==> src/rtl/watch_ctrl_fsm.sv <==
// watch_ctrl_fsm: control sequencer behind the debounced buttons of the
// stopwatch/clock design. In stopwatch mode it runs a STOP/RUN/CLEAR state
// machine. In clock-set mode it turns presses into sec/min/hour increment
// pulses.
// Optional feature macro: AUTO_REPEAT_EN. When it is defined, holding a set
// button auto-repeats its pulse after HOLD_CYC cycles, then every
// REPEAT_CYC cycles. When it is undefined, each press gives exactly one pulse.
// Button levels and sw_mode are registered once on entry. A level that is
// high at edge N therefore shows its effect on the outputs after edge N+1.
module watch_ctrl_fsm #(
    parameter int unsigned HOLD_CYC   = 50_000_000,
    parameter int unsigned REPEAT_CYC = 10_000_000
) (
    input  logic       clk,
    input  logic       rst,
    input  logic       sw_mode,
    input  logic       btn_run,
    input  logic       btn_clear,
    input  logic       btn_sec,
    input  logic       btn_min,
    input  logic       btn_hour,
    output logic       o_run,
    output logic       o_clear,
    output logic       o_inc_sec,
    output logic       o_inc_min,
    output logic       o_inc_hour,
    output logic [1:0] o_state
);

    typedef enum logic [1:0] {
        ST_STOP  = 2'b00,
        ST_RUN   = 2'b01,
        ST_CLEAR = 2'b10
    } state_t;

    typedef enum logic [1:0] {
        OWN_NONE,
        OWN_SEC,
        OWN_MIN,
        OWN_HOUR
    } owner_t;

    // Bit order for the button vectors: {hour, min, sec, clear, run}
    logic [4:0] lvl_q;
    logic [4:0] prev_q;
    logic [4:0] rise;
    logic       mode_q;
    state_t     state_q, state_d;
    owner_t     owner_q, owner_d;
    logic [2:0] inc_q, inc_d;
    logic       owner_held;

`ifdef AUTO_REPEAT_EN
    localparam int unsigned MAX_CYC = (HOLD_CYC > REPEAT_CYC) ? HOLD_CYC : REPEAT_CYC;
    localparam int CW = $clog2(MAX_CYC + 1);
    localparam logic [CW-1:0] HOLD_LAST   = CW'(HOLD_CYC - 1);
    localparam logic [CW-1:0] REPEAT_LAST = CW'(REPEAT_CYC - 1);

    logic [CW-1:0] cnt_q, cnt_d;
    logic          rep_q, rep_d;
    logic [CW-1:0] cnt_last;
    logic [2:0]    owner_mask;
`else
    logic unused_params;
    assign unused_params = ^{32'(HOLD_CYC), 32'(REPEAT_CYC)};
`endif

    // Register the button levels and mode. Keep the previous level for edge detection.
    always_ff @(posedge clk or posedge rst) begin
        if (rst) begin
            lvl_q  <= '0;
            prev_q <= '0;
            mode_q <= 1'b0;
        end else begin
            lvl_q  <= {btn_hour, btn_min, btn_sec, btn_clear, btn_run};
            prev_q <= lvl_q;
            mode_q <= sw_mode;
        end
    end

    assign rise = lvl_q & ~prev_q;

    // Stopwatch transitions. The state is frozen in set mode. CLEAR always lasts one cycle.
    always_comb begin
        state_d = state_q;
        case (state_q)
            ST_STOP: begin
                if (!mode_q) begin
                    if (rise[0]) begin
                        state_d = ST_RUN;
                    end else if (rise[1]) begin
                        state_d = ST_CLEAR;
                    end
                end
            end
            ST_RUN: begin
                if (!mode_q && rise[0]) begin
                    state_d = ST_STOP;
                end
            end
            ST_CLEAR: state_d = ST_STOP;
            default:  state_d = ST_STOP;
        endcase
    end

    // Check whether the button that currently owns the set channel is still pressed.
    always_comb begin
        owner_held = 1'b0;
        case (owner_q)
            OWN_SEC:  owner_held = lvl_q[2];
            OWN_MIN:  owner_held = lvl_q[3];
            OWN_HOUR: owner_held = lvl_q[4];
            default:  owner_held = 1'b0;
        endcase
    end

`ifdef AUTO_REPEAT_EN
    // Select the pulse mask for the current owner and the count limit for the current phase.
    always_comb begin
        owner_mask = 3'b000;
        case (owner_q)
            OWN_SEC:  owner_mask = 3'b001;
            OWN_MIN:  owner_mask = 3'b010;
            OWN_HOUR: owner_mask = 3'b100;
            default:  owner_mask = 3'b000;
        endcase
        cnt_last = rep_q ? REPEAT_LAST : HOLD_LAST;
    end
`endif

    // Set-mode arbitration. The highest-priority rise is granted only when no owner exists. Losing rises are dropped.
    always_comb begin
        owner_d = owner_q;
        inc_d   = 3'b000;
`ifdef AUTO_REPEAT_EN
        cnt_d   = cnt_q;
        rep_d   = rep_q;
`endif
        if (!mode_q || (owner_q != OWN_NONE && !owner_held)) begin
            owner_d = OWN_NONE;
`ifdef AUTO_REPEAT_EN
            cnt_d   = '0;
            rep_d   = 1'b0;
`endif
        end else if (owner_q == OWN_NONE) begin
            if (rise[4]) begin
                owner_d = OWN_HOUR;
                inc_d   = 3'b100;
            end else if (rise[3]) begin
                owner_d = OWN_MIN;
                inc_d   = 3'b010;
            end else if (rise[2]) begin
                owner_d = OWN_SEC;
                inc_d   = 3'b001;
            end
`ifdef AUTO_REPEAT_EN
            cnt_d = '0;
            rep_d = 1'b0;
`endif
        end else begin
`ifdef AUTO_REPEAT_EN
            if (cnt_q == cnt_last) begin
                inc_d = owner_mask;
                cnt_d = '0;
                rep_d = 1'b1;
            end else if (cnt_q != '1) begin
                cnt_d = cnt_q + 1'b1;
            end
`endif
        end
    end

    // State, owner and pulse registers.
    always_ff @(posedge clk or posedge rst) begin
        if (rst) begin
            state_q <= ST_STOP;
            owner_q <= OWN_NONE;
            inc_q   <= 3'b000;
`ifdef AUTO_REPEAT_EN
            cnt_q   <= '0;
            rep_q   <= 1'b0;
`endif
        end else begin
            state_q <= state_d;
            owner_q <= owner_d;
            inc_q   <= inc_d;
`ifdef AUTO_REPEAT_EN
            cnt_q   <= cnt_d;
            rep_q   <= rep_d;
`endif
        end
    end

    assign o_state    = state_q;
    assign o_run      = (state_q == ST_RUN);
    assign o_clear    = (state_q == ST_CLEAR);
    assign o_inc_sec  = inc_q[0];
    assign o_inc_min  = inc_q[1];
    assign o_inc_hour = inc_q[2];

endmodule

==> config.mk <==
export PLATFORM = sky130hd
export DESIGN_NAME = watch_ctrl_fsm
export DESIGN_NICKNAME = d
export VERILOG_FILES = /design/src/rtl/watch_ctrl_fsm.sv
export SDC_FILE = /design/constraint.sdc
export NUM_CORES = 1
export LEC_CHECK = 0
export ABC_AREA = 1
export CORE_MARGIN = 1.5
export CORE_UTILIZATION = 47
export CTS_BUF_LIST = sky130_fd_sc_hd__clkbuf_8
export CTS_CLUSTER_SIZE = 16
export DETAILED_ROUTE_END_ITERATION = 6
export GPL_TIMING_DRIVEN = 1
export HOLD_SLACK_MARGIN = 0.12
export PLACE_DENSITY = 0.73
export SLEW_MARGIN = 5
export SYNTH_ARGS = -nofsm -noshare
export SYNTH_HDL_FRONTEND = slang
export SYNTH_SLANG_ARGS = --single-unit
==> constraint.sdc <==
create_clock -name clk -period 1.2 [get_ports clk]
set_clock_uncertainty 0.2 [all_clocks]
set_input_delay 0.24 -clock clk [delete_from_list [all_inputs] [get_ports clk]]
set_output_delay 0.24 -clock clk [all_outputs]
set_load 0.01 [all_outputs]
==> flow_summary.ini, run 1 <==
[floorplan]
die_area_um2 = 1650
rows = 13
core_um2 = 1300
die_h_um = 40.6
dieWidth_um = 40.6
initial_core_util_pct = 51.1
ioPinCount = 15

[yosys]
syn_inst = 68
ys_warn_count = 0
synth.largest_area_cell = dfrtp_1
synth.cell_area_um2 = 664
synth_edf_count = 0
synth.most_common_cell = dfrtp_1
synth_fp_nets = 76
synthDominantCellAreaShare_pct = 67.8
synth_ff_type = dfrtp_1
synthArstFlopShare_pct = 100
yosysSeqAreaShare_pct = 67.8
synthTopCellsByCount = 18 x dfrtp_1, 13 x nand2_1, 12 x inv_1
synthTopCellsByArea = dfrtp_1 68%, nand2_1 7.3%, inv_1 6.8%
ys_ff_latch = 18
syn_area_per_cell_um2 = 9.77
synth.distinct_cells = 14

[placed_design]
dp_slack_ns = -0.319
place_congestion = 0.827
dpl_cell_area_um2 = 858
dp.cells = 100
port_buffers = 14
hpwl_um = 784

[sta]
fin_ws_ns = -0.150
hold_viol_final = 0
worst_pin_slew_ns = 0.245
setup_viol = 4
fin_setup_tns_ns = -0.363
relSlewSlack_pct = 83.6
drv_slew = 0
period_share_pct = 113
layout_min_cycle_time_ns = 1.35
rsz0062_at_grt = yes
max_freq_ghz = 0.740

[power_and_ir_drop]
p_seq_share_pct = 50.2
clkPwrFrac_pct = 28.3
p_sw_mw = 0.332
vdd_drop_max_mv = 1.17
p_leak_nw = 0.520
p_int_mw = 1.03
p_comb_share_pct = 21.5
finalPower_mw = 1.36
power_density_nw_per_um2 = 1380
swShare_pct = 24.4

[clock_tree]
cts.sinks = 18
clk_pin_slew_ns = 0.06
clock_latency_ns = 0.24
clockBufferDepth = 2
clockRootBuffer = clkbuf_8
cts_tree = built
h-tree-depth = 1
cts_made_buffers = 3

[critical_path]
timing_worst_setup_path_type = flip-flop to primary output
critPathCaptureType = primary output
arrival_ns = 0.91
startpoint = o_state[1]$_DFFE_PP0P_
rr_worst_depth = 5
r2r_setup_slack_ns = 0.01
critPathCapture = o_clear
reg2reg_to = owner_q[0]$_DFFE_PP0P_
required_ns = 0.76
crit_path_start_kind = flip-flop
cp_max_fo = 3
reg2reg_from = owner_q[0]$_DFFE_PP0P_

[finish]
area_delta_synth_final_pct = 48.4
fin_area_um2 = 986
layout-drive-gt1-share_pct = 32.3
fin_cells = 108
finalNetCount = 103
antenna_cells = 0

[route]
first_pass_iters = 4
ant_nets = 0
vias = 503
drt_wl_total_mm = 1.20
drt_iter0_drc = 19
drc = 0
wire_per_inst_um = 11.1
viasPerCell = 4.66

[global_route]
antenna_found_initial = 0
grt_use_met2_pct = 32.9
grt-ovfl-total = 0
grt_pass1_wl_mm = 1.66
use_met1_pct = 15.0
grt_max_degree = 19
grtUsageTotal_pct = 16.7
grt_pass1_vias = 427
top_usage_layer = met2
use_met3_pct = 5.00

[run_status]
violations = setup timing
status = finished with violations

[worst_hold_path]
hold_path.class = flip-flop to flip-flop

[run]
cap_violations = 0
[power groups by stage]
stage               Combinational [mW]  Sequential, mW  Clock (mW)
finish                           0.293           0.682       0.385
global route                     0.323           0.688       0.425
CTS                              0.243           0.680       0.395
detailed placement               0.227           0.692           0
global placement                 0.222           0.689           0
floorplan                        0.105           0.695           0
[critical path, cell delays in order, from the launching register on]
cell and delay [ns]:
dfrtp_2 0.44, inv_2 0.07, nor2_1 0.03, buf_2 0.13
[metal layers]
| metal | routed length [µm] | part of all wire [%] | up-vias |
|---|---|---|---|
| met5 | 0 | 0 | - |
| met4 | 15 | 1.2 | 0 |
| met3 | 39 | 3.2 | 2 |
| met2 | 696 | 58 | 9 |
| met1 | 450 | 37 | 236 |
| li1 | - | - | 256 |
[worst min-delay path by stage]
stage	endpoint	cells after the start	start
after floorplan	inc_q[0]$_DFF_PP0_	1	rst
after global placement	prev_q[1]$_DFF_PP0_	0	lvl_q[1]$_DFF_PP0_
after detailed placement	prev_q[0]$_DFF_PP0_	0	lvl_q[0]$_DFF_PP0_
after CTS	prev_q[0]$_DFF_PP0_	0	lvl_q[0]$_DFF_PP0_
after global routing	prev_q[1]$_DFF_PP0_	0	lvl_q[1]$_DFF_PP0_
final	prev_q[2]$_DFF_PP0_	0	lvl_q[2]$_DFF_PP0_
[logic make-up (layout without fill, tap and decap cells)]
| group | Yosys count | count (layout) | synth area share, % |
|---|---|---|---|
| flip-flops | 18 | 18 | 67.8 |
| AO/OA/AOI/OAI | 1 | 1 | 0.753 |
| AND/OR/NAND/NOR | 34 | 34 | 23.0 |
| buffers and inverters | 15 | 40 | 8.47 |
[flip-flops by register name (all words and copies together) (netlist names)]
register	count
lvl_q	5
prev_q	5
inc_q	3
o_state	2
owner_q	2
mode_q	1
[cell usage in the layout, fill, tap and decap left out, types with 2 or more instances in the layout]
cell type        netlist  final
nand4_1                2      2
nor2_2                 1      2
clkbuf_8               0      3
nor2_1                11      9
clkbuf_16              0      2
clkdlybuf4s50_1        0      6
inv_2                  2      4
inv_1                 12     11
dfrtp_1               18     17
nand3_2                1      2
nand3_1                3      2
buf_2                  0      4
buf_4                  0      4
nand2_1               13     13
buf_6                  0      4
[area by class of cell]
cell class / count / area [µm²]
Sequential cell: 18 / 452
Clock buffer: 3 / 41.3
Multi-Input combinational cell: 35 / 183
Timing Repair Buffer: 22 / 235
Fill cell: 91 / 315
Tap cell: 15 / 18.8
Inverter: 15 / 56.3
[per-stage QoR]
step	hold slack, ns	util [%]
floorplan	-0.0214	-
global placement	0.156	66.0
detailed placement	0.162	66.0
CTS	0.175	70.1
global route	0.200	75.8
finish	0.183	75.8
[what timing repair did]
| action | in CTS | in global routing |
|---|---|---|
| hold buffers | 1 | 0 |
| pin swaps | 2 | 5 |
| endpoints found under the hold margin | 18 | 0 |
| cloned | 0 | 2 |
| gates resized for setup | 30 | 11 |
| endpoints found under the setup margin | 7 | 30 |
| setup buffers | 4 | 1 |
No activity file was read; power rests on OpenSTA's default activity.
==> inputs of run 2 (changes only) <==
--- a/config.mk
+++ b/config.mk
@@ -6,6 +6,7 @@
 export NUM_CORES = 1
 export LEC_CHECK = 0
 export ABC_AREA = 1
+export CAP_MARGIN = 20
 export CORE_MARGIN = 1.5
 export CORE_UTILIZATION = 47
 export CTS_BUF_LIST = sky130_fd_sc_hd__clkbuf_8
==> results of run 2 <==
No change in the layout: final DEF, timing and power equal those of run 1.
==> RTL edit, RTL diff (flow settings as in run 1) <==
Put a register stage on the outputs `o_run`, `o_clear`, `o_inc_sec`, `o_inc_min` and `o_inc_hour`, cleared by the reset. The values now appear one clock later. The other outputs are not delayed to match.
--- a/src/rtl/watch_ctrl_fsm.sv
+++ b/src/rtl/watch_ctrl_fsm.sv
@@ -194,7 +194,17 @@
     assign o_state    = state_q;
-    assign o_run      = (state_q == ST_RUN);
-    assign o_clear    = (state_q == ST_CLEAR);
-    assign o_inc_sec  = inc_q[0];
-    assign o_inc_min  = inc_q[1];
-    assign o_inc_hour = inc_q[2];
+    always_ff @(posedge clk or posedge rst) begin
+        if (rst) begin
+            o_run      <= '0;
+            o_clear    <= '0;
+            o_inc_sec  <= '0;
+            o_inc_min  <= '0;
+            o_inc_hour <= '0;
+        end else begin
+            o_run      <= (state_q == ST_RUN);
+            o_clear    <= (state_q == ST_CLEAR);
+            o_inc_sec  <= inc_q[0];
+            o_inc_min  <= inc_q[1];
+            o_inc_hour <= inc_q[2];
+        end
+    end
 
Behaviour: not the same (a bounded check fails within 4 cycles, from zero or initial values and one cycle with rst high).
==> RTL edit against run 1 <==
The run still ends with negative setup slack left. Final cell count fell by 1.9%. Count of clock-buffer cells in the layout stayed put. Routed wire length shrank 1.0%. Cell area grew 7.4%. Sequential cell count is 5 higher. Area after synthesis rose by 17%. Combinational power up 42%. Worst setup slack gained 84 ps. Total power up 30%. Sequential share of layout area rose by 8.6 points. Sequential power is 32% higher. Highest routed layer unchanged.
==> RTL edit: results (changes against run 1) <==
.. list-table::
   :header-rows: 1

   * - Metric
     - Value
   * - Static power due to leakage
     - 0.540 nW (was 0.520 nW)
   * - Number of fill cells
     - 112 (was 91)
   * - Unique cell type count in the Yosys netlist
     - 11 (was 14)
   * - Biggest fanout along the worst timing path
     - 4 (was 3)
   * - Outcome
     - finished, violations left (unchanged)
   * - Sequential element share of the synthesized area
     - 74.2% (was 67.8%)
   * - Violations in the final reports
     - negative setup slack (unchanged)
   * - Wire length of the first global-routing pass
     - 1930 um (was 1660 um)
   * - PnR worst setup slack
     - -66.6 ps (was -150 ps)
   * - Final #Nets
     - 99 (was 103)
   * - Count of endpoints failing setup in the final report
     - 4 (unchanged)
   * - Final weighted congestion of routability-driven global placement
     - 0.840 (was 0.827)
   * - Post-detailed-route wirelength per cell
     - 11.2 um (was 11.1 um)
   * - Worst EP arrival
     - 1240 ps (was 910 ps)
   * - Initial antenna violation count
     - 0 (unchanged)
   * - DPL Wire Length
     - 708 um (was 784 um)
   * - Metal3 WL
     - 63 um (was 39 um)
   * - Type of the worst min-delay path
     - input pin to async pin (was flop to flop)
   * - Number of standard cells after synthesis
     - 66 (was 68)
   * - Via count of the first global-routing pass
     - 487 (was 427)
   * - Largest net degree at the start of global routing
     - 24 (was 19)
   * - Total GRT Usage
     - 14.4% (was 16.7%)
   * - Via density
     - 5.14 (was 4.66)
   * - H-tree depth
     - 1 (unchanged)
   * - Number of standard cells in the layout, taps in and fillers out
     - 106 (was 108)
   * - Highest ir drop seen on vdd
     - 0.00115 V (was 0.00117 V)
   * - Most area-consuming cells after synthesis
     - sky130_fd_sc_hd__dfrtp_1 74%, sky130_fd_sc_hd__inv_1 5.3%, sky130_fd_sc_hd__nand2_1 5.3% (was sky130_fd_sc_hd__dfrtp_1 68%, sky130_fd_sc_hd__nand2_1 7.3%, sky130_fd_sc_hd__inv_1 6.8%)
   * - Most frequent cells after synthesis
     - 23 x sky130_fd_sc_hd__dfrtp_1, 11 x sky130_fd_sc_hd__inv_1, 11 x sky130_fd_sc_hd__nand2_1 (was 18 x sky130_fd_sc_hd__dfrtp_1, 13 x sky130_fd_sc_hd__nand2_1, 12 x sky130_fd_sc_hd__inv_1)
   * - Wire length on met2
     - 631 um (was 696 um)
   * - Initial detailed-routing violation count
     - 6 (was 19)
   * - Share of cells above drive strength 1
     - 33.3% (was 32.3%)
   * - Syn Nets
     - 74 (was 76)
   * - Headroom to the max-slew limit
     - 86.8% (was 83.6%)
   * - Cell at the slowest stage of the critical path
     - sky130_fd_sc_hd__dfrtp_1 (was sky130_fd_sc_hd__dfrtp_2)
   * - Setup slack after placement
     - -106 ps (was -319 ps)
   * - Routed length on met1
     - 482 um (was 450 um)
## RTL edit: cell type report
cell class                 count  area (um^2)  area share (%)
tap                           16         20.0            1.89
timing repair buffer          20          174            16.4
inverter                      11         43.8            4.14
clock buffer                   3         41.3            3.90
sequential                    23          576            54.4
clock inverter                 1         3.75           0.355
multi-input combinational     32          200            18.9
## RTL edit: how the worst max path moves through the flow
stage / startpoint / cells after the start / slack (ps) / endpoint
global route: owner_q[0] / 5 / -160 / owner_q[0]
global placement: o_state[1] / 1 / -90 / o_state[1]
finish: owner_q[0] / 5 / -70 / owner_q[0]
CTS: o_state[0] / 1 / -20 / o_state[0]
floorplan: owner_q[0] / 5 / 100 / owner_q[0]
detailed placement: o_state[0] / 1 / -110 / o_state[0]
## RTL edit: repair_timing
action,4_1_cts,5_1_grt
pin swaps,0,6
resized for setup,32,16
endpoints found under the hold margin,23,23
setup endpoints to repair,10,14
setup buffers,1,2
## RTL edit: worst max-delay path: cells and delay by family (launching register included)
family / cells / cell delay [ps]
compound gates: 1 / 140
flops: 1 / 440
simple gates: 4 / 410
## RTL edit: per-stage QoR
stage	hold WS, ps	setup TNS [ps]	cell area (um^2)	power, mW
after CTS	104	-47.4	998	1.68
after floorplan	41.9	0	776	1.07
after global routing	117	-639	1060	1.87
after detailed placement	136	-539	978	1.26
after global placement	133	-470	978	1.25
final	100	-134	1060	1.77
## RTL edit: cells by family after synthesis
kind of cell / share of synthesized area [%]
and+or+nand+nor: 17.3
DFF: 74.2
buffers and inverters: 5.32
AOI/OAI and AO/OA: 3.23
## RTL edit: layer usage
layer	global-route usage, %	vias to the layer above
li1	-	254
met1	17.2	275
met2	21.2	14
met3	5.00	2
met4	10.9	0
met5	0	-
## RTL edit: where the power goes
part           internal [mW]  total [mW]  switching, mW
logic                  0.211       0.415          0.203
clock network          0.228       0.448          0.221
registers              0.855       0.903         0.0476
total                   1.29        1.77          0.472
